===== src/rtl/mc_sequencer_pkg.sv =====
// Shared encodings for the multicycle sequencer: opcodes, FSM states, ALU ops, pc mux selects.
package mc_sequencer_pkg;

  localparam logic [6:0] OpcOp     = 7'b0110011;
  localparam logic [6:0] OpcOpImm  = 7'b0010011;
  localparam logic [6:0] OpcLui    = 7'b0110111;
  localparam logic [6:0] OpcLoad   = 7'b0000011;
  localparam logic [6:0] OpcStore  = 7'b0100011;
  localparam logic [6:0] OpcBranch = 7'b1100011;
  localparam logic [6:0] OpcJal    = 7'b1101111;
  localparam logic [6:0] OpcJalr   = 7'b1100111;

  typedef enum logic [2:0] {
    StIf  = 3'd0,
    StId  = 3'd1,
    StEx  = 3'd2,
    StMem = 3'd3,
    StWb  = 3'd4,
    StErr = 3'd7
  } state_e;

  typedef enum logic [3:0] {
    ClsR,
    ClsIAlu,
    ClsLui,
    ClsLoad,
    ClsStore,
    ClsBranch,
    ClsJal,
    ClsJalr,
    ClsIllegal
  } inst_cls_e;

  localparam logic [3:0] AlucAdd = 4'b0000;
  localparam logic [3:0] AlucSub = 4'b1000;
  localparam logic [3:0] AlucSra = 4'b1101;

  localparam logic [1:0] PcsP4     = 2'b00;
  localparam logic [1:0] PcsBranch = 2'b01;
  localparam logic [1:0] PcsJalr   = 2'b10;
  localparam logic [1:0] PcsJal    = 2'b11;

endpackage


===== src/rtl/mc_decode.sv =====
// Combinational instruction decode: instruction class, illegal flag and ALU operation.
module mc_decode
  import mc_sequencer_pkg::*;
(
  input  logic [31:0] inst_i,
  output inst_cls_e   cls_o,
  output logic        illegal_o,
  output logic [3:0]  aluc_o
);

  logic [6:0] opcode;
  logic [2:0] funct3;

  assign opcode = inst_i[6:0];
  assign funct3 = inst_i[14:12];

  always_comb begin
    cls_o = ClsIllegal;
    case (opcode)
      OpcOp:     cls_o = ClsR;
      OpcOpImm:  cls_o = ClsIAlu;
      OpcLui:    cls_o = ClsLui;
      OpcLoad:   cls_o = ClsLoad;
      OpcStore:  cls_o = ClsStore;
      // Only beq/bne are supported; other branch conditions trap.
      OpcBranch: cls_o = (funct3[2:1] == 2'b00) ? ClsBranch : ClsIllegal;
      OpcJal:    cls_o = ClsJal;
      OpcJalr:   cls_o = ClsJalr;
      default:   cls_o = ClsIllegal;
    endcase
  end

  always_comb begin
    aluc_o = AlucAdd;
    case (cls_o)
      ClsR:      aluc_o = {inst_i[30], funct3};
      ClsIAlu:   aluc_o = (funct3 == 3'b101 && inst_i[30]) ? AlucSra : {1'b0, funct3};
      ClsBranch: aluc_o = AlucSub;
      default:   aluc_o = AlucAdd;
    endcase
  end

  assign illegal_o = (cls_o == ClsIllegal);

  logic unused_inst;
  assign unused_inst = ^{inst_i[31], inst_i[29:15], inst_i[11:7]};

endmodule


===== src/rtl/mc_sequencer.sv =====
// Multicycle control FSM: IF/ID/EX/MEM/WB sequencing with a sticky error state.
module mc_sequencer
  import mc_sequencer_pkg::*;
(
  input  logic        clk_i,
  input  logic        rst_i,
  input  logic [31:0] inst_i,
  input  logic        zero_i,
  input  logic        mem_ready_i,
  output logic        mem_req_o,
  output logic        iord_o,
  output logic        wmem_o,
  output logic        ir_we_o,
  output logic        pc_we_o,
  output logic [1:0]  pcsource_o,
  output logic        wreg_o,
  output logic        m2reg_o,
  output logic        link_o,
  output logic        aluimm_o,
  output logic [3:0]  aluc_o,
  output logic        illegal_o,
  output logic [2:0]  state_o
);

  state_e    state_q, state_d;
  inst_cls_e cls;
  logic      dec_illegal;
  logic [3:0] dec_aluc;
  logic      br_taken;

  mc_decode u_decode (
    .inst_i    (inst_i),
    .cls_o     (cls),
    .illegal_o (dec_illegal),
    .aluc_o    (dec_aluc)
  );

  assign br_taken = ((inst_i[14:12] == 3'b000) && zero_i) ||
                    ((inst_i[14:12] == 3'b001) && !zero_i);

  always_ff @(posedge clk_i or posedge rst_i) begin
    if (rst_i) begin
      state_q <= StIf;
    end else begin
      state_q <= state_d;
    end
  end

  always_comb begin
    state_d    = state_q;
    mem_req_o  = 1'b0;
    iord_o     = 1'b0;
    wmem_o     = 1'b0;
    ir_we_o    = 1'b0;
    pc_we_o    = 1'b0;
    pcsource_o = PcsP4;
    wreg_o     = 1'b0;
    m2reg_o    = 1'b0;
    link_o     = 1'b0;
    aluimm_o   = 1'b0;
    aluc_o     = AlucAdd;
    illegal_o  = 1'b0;

    unique case (state_q)
      StIf: begin
        mem_req_o = 1'b1;
        if (mem_ready_i) begin
          // Keep the instruction register quiet while reset is held.
          ir_we_o = !rst_i;
          state_d = StId;
        end
      end
      StId: begin
        state_d = dec_illegal ? StErr : StEx;
      end
      StEx: begin
        aluimm_o = (cls != ClsR) && (cls != ClsBranch);
        aluc_o   = dec_aluc;
        case (cls)
          ClsBranch: begin
            pc_we_o    = 1'b1;
            pcsource_o = br_taken ? PcsBranch : PcsP4;
            state_d    = StIf;
          end
          ClsLoad, ClsStore: state_d = StMem;
          default:           state_d = StWb;
        endcase
      end
      StMem: begin
        mem_req_o = 1'b1;
        iord_o    = 1'b1;
        wmem_o    = (cls == ClsStore);
        aluc_o    = dec_aluc;
        if (mem_ready_i) begin
          if (cls == ClsStore) begin
            pc_we_o = 1'b1;
            state_d = StIf;
          end else begin
            state_d = StWb;
          end
        end
      end
      StWb: begin
        wreg_o  = 1'b1;
        pc_we_o = 1'b1;
        m2reg_o = (cls == ClsLoad);
        link_o  = (cls == ClsJal) || (cls == ClsJalr);
        aluc_o  = dec_aluc;
        if (cls == ClsJal) begin
          pcsource_o = PcsJal;
        end else if (cls == ClsJalr) begin
          pcsource_o = PcsJalr;
        end
        state_d = StIf;
      end
      StErr: begin
        illegal_o = 1'b1;
      end
      default: begin
        state_d = StErr;
      end
    endcase
  end

  assign state_o = state_q;

endmodule


===== config.mk =====
export PLATFORM = sky130hd
export DESIGN_NAME = mc_sequencer
export DESIGN_NICKNAME = d
export VERILOG_FILES = /design/src/rtl/mc_sequencer_pkg.sv /design/src/rtl/mc_decode.sv /design/src/rtl/mc_sequencer.sv
export SDC_FILE = /design/constraint.sdc
export NUM_CORES = 1
export LEC_CHECK = 0
export CAP_MARGIN = 25
export CORE_ASPECT_RATIO = 0.6
export CORE_MARGIN = 1.5
export CORE_UTILIZATION = 30
export DETAILED_ROUTE_END_ITERATION = 6
export HOLD_SLACK_MARGIN = 0.15
export PLACE_DENSITY_LB_ADDON = 0.3
export SLEW_MARGIN = 20
export SYNTH_ARGS = -nofsm -noshare
export SYNTH_HDL_FRONTEND = slang
export SYNTH_HIERARCHICAL = 1
export SYNTH_SLANG_ARGS = --single-unit

===== constraint.sdc =====
create_clock -name clk_i -period 2.42 [get_ports clk_i]
set_clock_uncertainty 0.1 [all_clocks]
set_input_delay 0.242 -clock clk_i [delete_from_list [all_inputs] [get_ports clk_i]]
set_output_delay 0.242 -clock clk_i [all_outputs]
set_load 0.03 [all_outputs]

Word-level counts from Yosys, hierarchy flattened
Cells that the tools add are included.
{"block": "totals", "reg_bits": 3, "latchBits": 0, "ramBits": 0, "rom_bits": 0, "inputBits": 36, "out_inout_bits": 19, "n_memories": 0}
{"block": "classes", "n_addsub": 0, "mul": 0, "n_div": 0, "n_lt_le_gt_ge": 0, "n_eq_ne": 25, "shifts": 0, "muxes": 30, "bitwise": 1, "reduce_logical": 17}
{"cell": "$pmux W4 S8", "count": 1}
{"cell": "$eq A7 B6 Y1 const B", "count": 3}
{"cell": "$eq A7 B7 Y1 const B", "count": 3}
{"cell": "$pmux W3 S6", "count": 1}
{"cell": "$eq A4 B3 Y1 const B", "count": 4}
{"cell": "$mux W1", "count": 15}
{"cell": "$mux W3", "count": 4}
{"cell": "$mux W4", "count": 3}
{"cell": "$pmux W4 S3", "count": 1}
{"cell": "$eq A3 B3 Y1 const B", "count": 3}
{"cell": "$eq A7 B2 Y1 const B", "count": 1}
{"cell": "$eq A7 B5 Y1 const B", "count": 1}
{"cell": "$eq A3 B1 Y1 const B", "count": 2}
{"cell": "$eq A3 B2 Y1 const B", "count": 2}
{"cell": "$logic_not A3 Y1", "count": 2}
{"cell": "$pmux W3 S2", "count": 1}
{"cell": "$eq A4 B1 Y1 const B", "count": 1}
{"cell": "$eq A4 B2 Y1 const B", "count": 1}
{"cell": "$eq A4 B4 Y1 const B", "count": 1}
{"cell": "$logic_and A1 B1 Y1", "count": 4}
{"cell": "$logic_not A4 Y1", "count": 1}
{"cell": "$mux W2", "count": 2}
{"cell": "$ne A2 B2 Y1 const B", "count": 2}
{"cell": "$ne A4 B3 Y1 const B", "count": 1}
{"cell": "other kinds (10)", "count": 13}

Logic depth before layout (Yosys ltp)
{"block": "logic_depth", "word_depth": 7, "mapped_depth": 8, "ltp_nobuf": 7}

Modules after synthesis
Netlist, hierarchy kept.
{"mod": "mc_sequencer", "n_inst": 1, "cells_each": 54, "area_each_um2": 437.9}
{"mod": "mc_decode", "n_inst": 1, "cells_each": 36, "area_each_um2": 257.7}

Worst setup path before layout
Ideal clock, no wire load.
{"block": "synth_path", "path_type": "in2out", "startpoint": "input port inst_i[6]", "endpoint": "output port wmem_o", "arrival_time_ns": 2.545, "required_time_ns": 2.078, "setup_slack_ns": -0.467, "cell_stages": 7, "path_buffers": 1, "path_cell_list": "buf_2 > o21a_1 > nor3_1 > a21oi_1 > nor4b_1 > or3b_4 > nor3b_1"}
{"block": "synth_via", "elab_chain_cells": 4}
{"item": "from (decl)", "line": "mc_sequencer.sv:7", "source": "input logic [31:0] inst_i,"}
{"item": "$eq A7 B7 Y1, or another cell as far along", "line": "mc_decode.sv:19", "source": "case (opcode)"}
{"item": "$pmux W4 S8 *", "line": "mc_decode.sv:19"}
{"item": "named net cls[2]", "line": "mc_sequencer.sv:26", "source": "inst_cls_e cls;"}
{"item": "$eq A4 B3 Y1 *", "line": "mc_sequencer.sv:92", "source": "wmem_o = (cls == ClsStore);"}
{"item": "$mux W1 *", "line": "mc_sequencer.sv:64", "source": "unique case (state_q)"}
{"item": "to (decl)", "line": "mc_sequencer.sv:12", "source": "output logic wmem_o,"}
The timed path passes the listed nets; every way through them passes the cells marked *.

Worst setup path in the final report
{"block": "layout_path", "startpoint": "input port inst_i[14]", "endpoint": "output port pcsource_o[0]"}
{"block": "layout_via", "elab_chain_cells": 6}
{"item": "$logic_not A2 Y1 *", "line": "mc_decode.sv:26", "source": "OpcBranch: cls_o = (funct3[2:1] == 2'b00) ? ClsBranch : ClsIllegal;"}
{"item": "$mux W4 *", "line": "mc_decode.sv:26"}
{"item": "$pmux W4 S8 *", "line": "mc_decode.sv:19"}
{"item": "named net cls[2]", "line": "mc_sequencer.sv:26"}
{"item": "$eq A4 B3 Y1 (on tied branches)", "line": "mc_sequencer.sv:109, mc_sequencer.sv:79"}
{"item": "$mux W2 or $mux W1 (tied branches)", "line": "mc_sequencer.sv:109, mc_sequencer.sv:79"}
{"item": "$pmux W2 S2 *", "line": "mc_sequencer.sv:64"}
{"item": "to (decl)", "line": "mc_sequencer.sv:15", "source": "output logic [1:0] pcsource_o,"}
Marked as above.

==> summary.md <==
| Metric | Value |
|---|---|
| FILL cells | `around 190` |
| Worst-Margin Slew | `374.9 ps` |
| I/O pins | `55` |
| DR WL met2 | `between 1000 and 1500 µm` |
| Wire length on met3 | `217 µm` |
| Worst Path Required | `2080 ps` |
| Cell depth of the worst hold path | `1` |
| Max-capacitance violation count | `0` |
| Count leader, synth | `nor2_1` |
| Worst EP arrival | `2040 ps` |
| Post-layout instance count excluding filler cells | `188` |
| # setup viols final | `0` |
| Synthesized Nets | `roughly 130` |
| Slew HR | `0.7495` |
| Achievable Freq | `420.5 MHz` |
| Cell repeated most along the worst path | `buf_6` |
| Period utilization | `0.9828` |
| Post-Synth Simple-Gate Area | `0.5468` |
| PwrDens | `224.7 mW/mm²` |
| Hold Path Class | `reg -> reg` |
| All-Layer GR Usage | `0.2124` |
| Syn Inst Count | `90` |
| Most used DFF post-synth | `dfrtp_1` |
| FF-to-FF path depth | `4` |
| Leak | `0.5691 nW` |
| DRT Pass-1 Iters | `4` |
| Layout cell share with drive strength beyond 1 | `0.5000` |
| Detailed placement HPWL | `1945 µm` |
| Mux contribution to synthesized area | `0` |
| Vias in the first global route | `roughly 860` |
| Compound-Gate Fraction of Synth Area | `0.2590` |
| Largest register FFs | `3` |
| Pwr Total | `305.9 µW` |
| Util after Layout | `0.6246` |
| Clk sink count | `3` |
| Synthesized cell area | `695.7 µm²` |
| Synth Area in XOR/XNOR | `0.02518` |
| Nets@finish | `195` |
| Combinational family with the most area after synthesis | `simple AND/OR/NAND/NOR gates` |
| First-pass GRT wire length | `4050 µm` |
| Syn avg cell area | `between 7 and 8 µm²` |
| Area Growth Syn to Fin | `95.68%` |
| Switch share | `0.2813` |
| Sequential Area | `around 75 µm²` |
| Post-synth top area share | `0.1079` |
| Worst-case vdd ir drop | `a little under 0.0002 V` |
| Die Y | `between 40 and 50 µm` |
| Total vias in the final route | `982` |
| Residual DRC count | `0` |
| Core Footprint | `roughly 0.0022 mm²` |
| Crit end category | `output port` |
| Clock network power share | `0.507` |
| Post-DR vias/cell | `5.223` |
| CP peak stage delay | `450 ps` |
| WL final | `~2800 µm` |
| CP top delay family | `simple AND/OR/NAND/NOR gates` |
| Row cnt | `13` |
| Total internal power | `219.8 µW` |
| Area of the multi-input gates | `roughly 630 µm²` |
| Total CTS buffers | `3` |
| # port buffers | `33` |
| Synth Area in Adders | `0` |
| Final min period | `~2400 ps` |
| Post-synth EDFFs | `0` |
| Ys async rst share | `1.000` |
| 1st-iter DRT viols | `51` |
| Antenna Cells | `0` |
| CP max-delay cell | `or3b_4` |
| Width of the die | `approximately 65 µm` |
| Part of the power in registers | `0.165` |
| Part of the power in combinational logic | `0.328` |
| Seq cells post-synth | `3` |
| Net Sw Power | `86.06 µW` |
| CTS tree | `done` |
| Critical path depth in cells | `9` |
| Total gr overflow | `0` |
| Critical path class | `in -> out` |
| Largest net degree at the start of global routing | `11` |
| Placer Congestion | `between 0.7 and 0.8` |
| H-tree Lvls | `1` |
| Area contributors post-synth | `dfrtp_1 (11%), nor2b_1 (5.4%), nor2_1 (4.9%)` |
| Status | `finished clean` |
| Metal-1 WL | `1288 µm` |
| Clock buffer depth | `2` |
| Hold Vio Cnt, Final | `0` |
| Critical path cell sequence | `buf_6 > o21a_1 > nor3_2 > a21oi_1 > nor4b_2 > or3b_4 > nor4_4 > a32o_1 > buf_6` |
| WL/cell | `14.75 µm` |
| Final slew viol count | `0` |
| CP startpoint kind | `input pin` |
| Post-synthesis cell type count | `46` |
| Initial antenna violation count | `0` |
| Hold Slack | `~630 ps` |
| Setup TNS | `0 ps` |
| Crit-path max FO | `3` |
| Synth warnings | `6` |
| Sequential area share after synthesis | `0.1079` |
| Uppermost metal layer occupied by signal nets | `met4` |
| Clock Latency Late Sink | `230 ps` |
| Post-synth top area cell | `dfrtp_1` |
| Initial Util | `0.3192` |
| Dpl cells | `172` |
| Most frequent cells after synthesis | `nor2_1 (9), a21oi_1 (6), nor2b_1 (6)` |
| Reg clk slew, reported paths | `approximately 30 ps` |
| Buffer and inverter count on the worst path | `2` |
| Clock root buffer | `clkbuf_8` |
| Die area | `about 0.0026 mm²` |
| Final ANT Viol Nets | `0` |
==> worst paths after layout <==
path,startpoint,to,slack (ps)
setup / recovery,inst_i[14],pcsource_o[0],40
hold / removal,state_o[0],state_o[1],630
setup reg to reg,state_o[0],state_o[2],980
hold reg to reg,state_o[0],state_o[1],630
max in group asynchronous,rst_i,state_o[1],1420
min in group asynchronous,rst_i,state_o[2],660
==> metal layers <==
layer,global-route usage,up-vias
met1,0.2838,453
li1,-,477
met5,0,-
met3,0.04494,4
met2,0.3597,48
met4,0.04688,0
==> cell usage in the layout (no fill, tap or decap), types with 3 or more instances in the layout <==
| cell | instances |
|---|---|
| nor2b_1 | 6 |
| nand2_1 | 4 |
| buf_4 | 45 |
| buf_6 | 5 |
| a21oi_1 | 6 |
| nor2_1 | 7 |
| clkbuf_8 | 3 |
| nand3b_1 | 3 |
| buf_2 | 3 |
| clkdlybuf4s50_1 | 13 |
| and2_1 | 4 |
| dfrtp_1 | 3 |
==> cells by family (layout without fill, tap and decap cells) <==
group / Yosys count / count (layout)
flip-flops: 3 / 3
AND/OR/NAND/NOR: 53 / 53
buffers and inverters: 8 / 76
AO/OA/AOI/OAI: 24 / 24
XOR/XNOR: 2 / 2
==> what timing repair did <==
item	CTS	global route
pin swaps	12	14
gates resized for setup	38	18
hold buffers	1	0
endpoints found under the setup margin	11	7
endpoints found under the hold margin	3	0
buffers inserted	9	3
==> final cells by class <==
| cell class | count | share of cell area |
|---|---|---|
| clock buffer | 4 | 0.03309 |
| timing repair buffer | 69 | 0.4108 |
| sequential | 3 | 0.05515 |
| inverter | 3 | 0.008272 |
| tap | 30 | 0.02757 |
| multi-input combinational | 79 | 0.4651 |
==> per-stage QoR <==
step | area, µm² | setup WS [ps]
4_1_cts | 1328 | -71.96
2_1_floorplan | 706.9 | 3.241
3_3_place_gp | 1196 | -401.9
6_report | 1361 | 41.72
5_1_grt | 1361 | -31.65
3_5_place_dp | 1196 | -501.3
==> power by group through the flow <==
stage	combinational (mW)	clock (mW)	sequential (mW)
2_1_floorplan	0.0300	0	0.0511
3_3_place_gp	0.0811	0	0.0511
3_5_place_dp	0.0828	0	0.0511
4_1_cts	0.0926	0.160	0.0505
5_1_grt	0.107	0.163	0.0505
6_report	0.100	0.155	0.0505
Note: power is estimated with default switching activity, not from simulation.
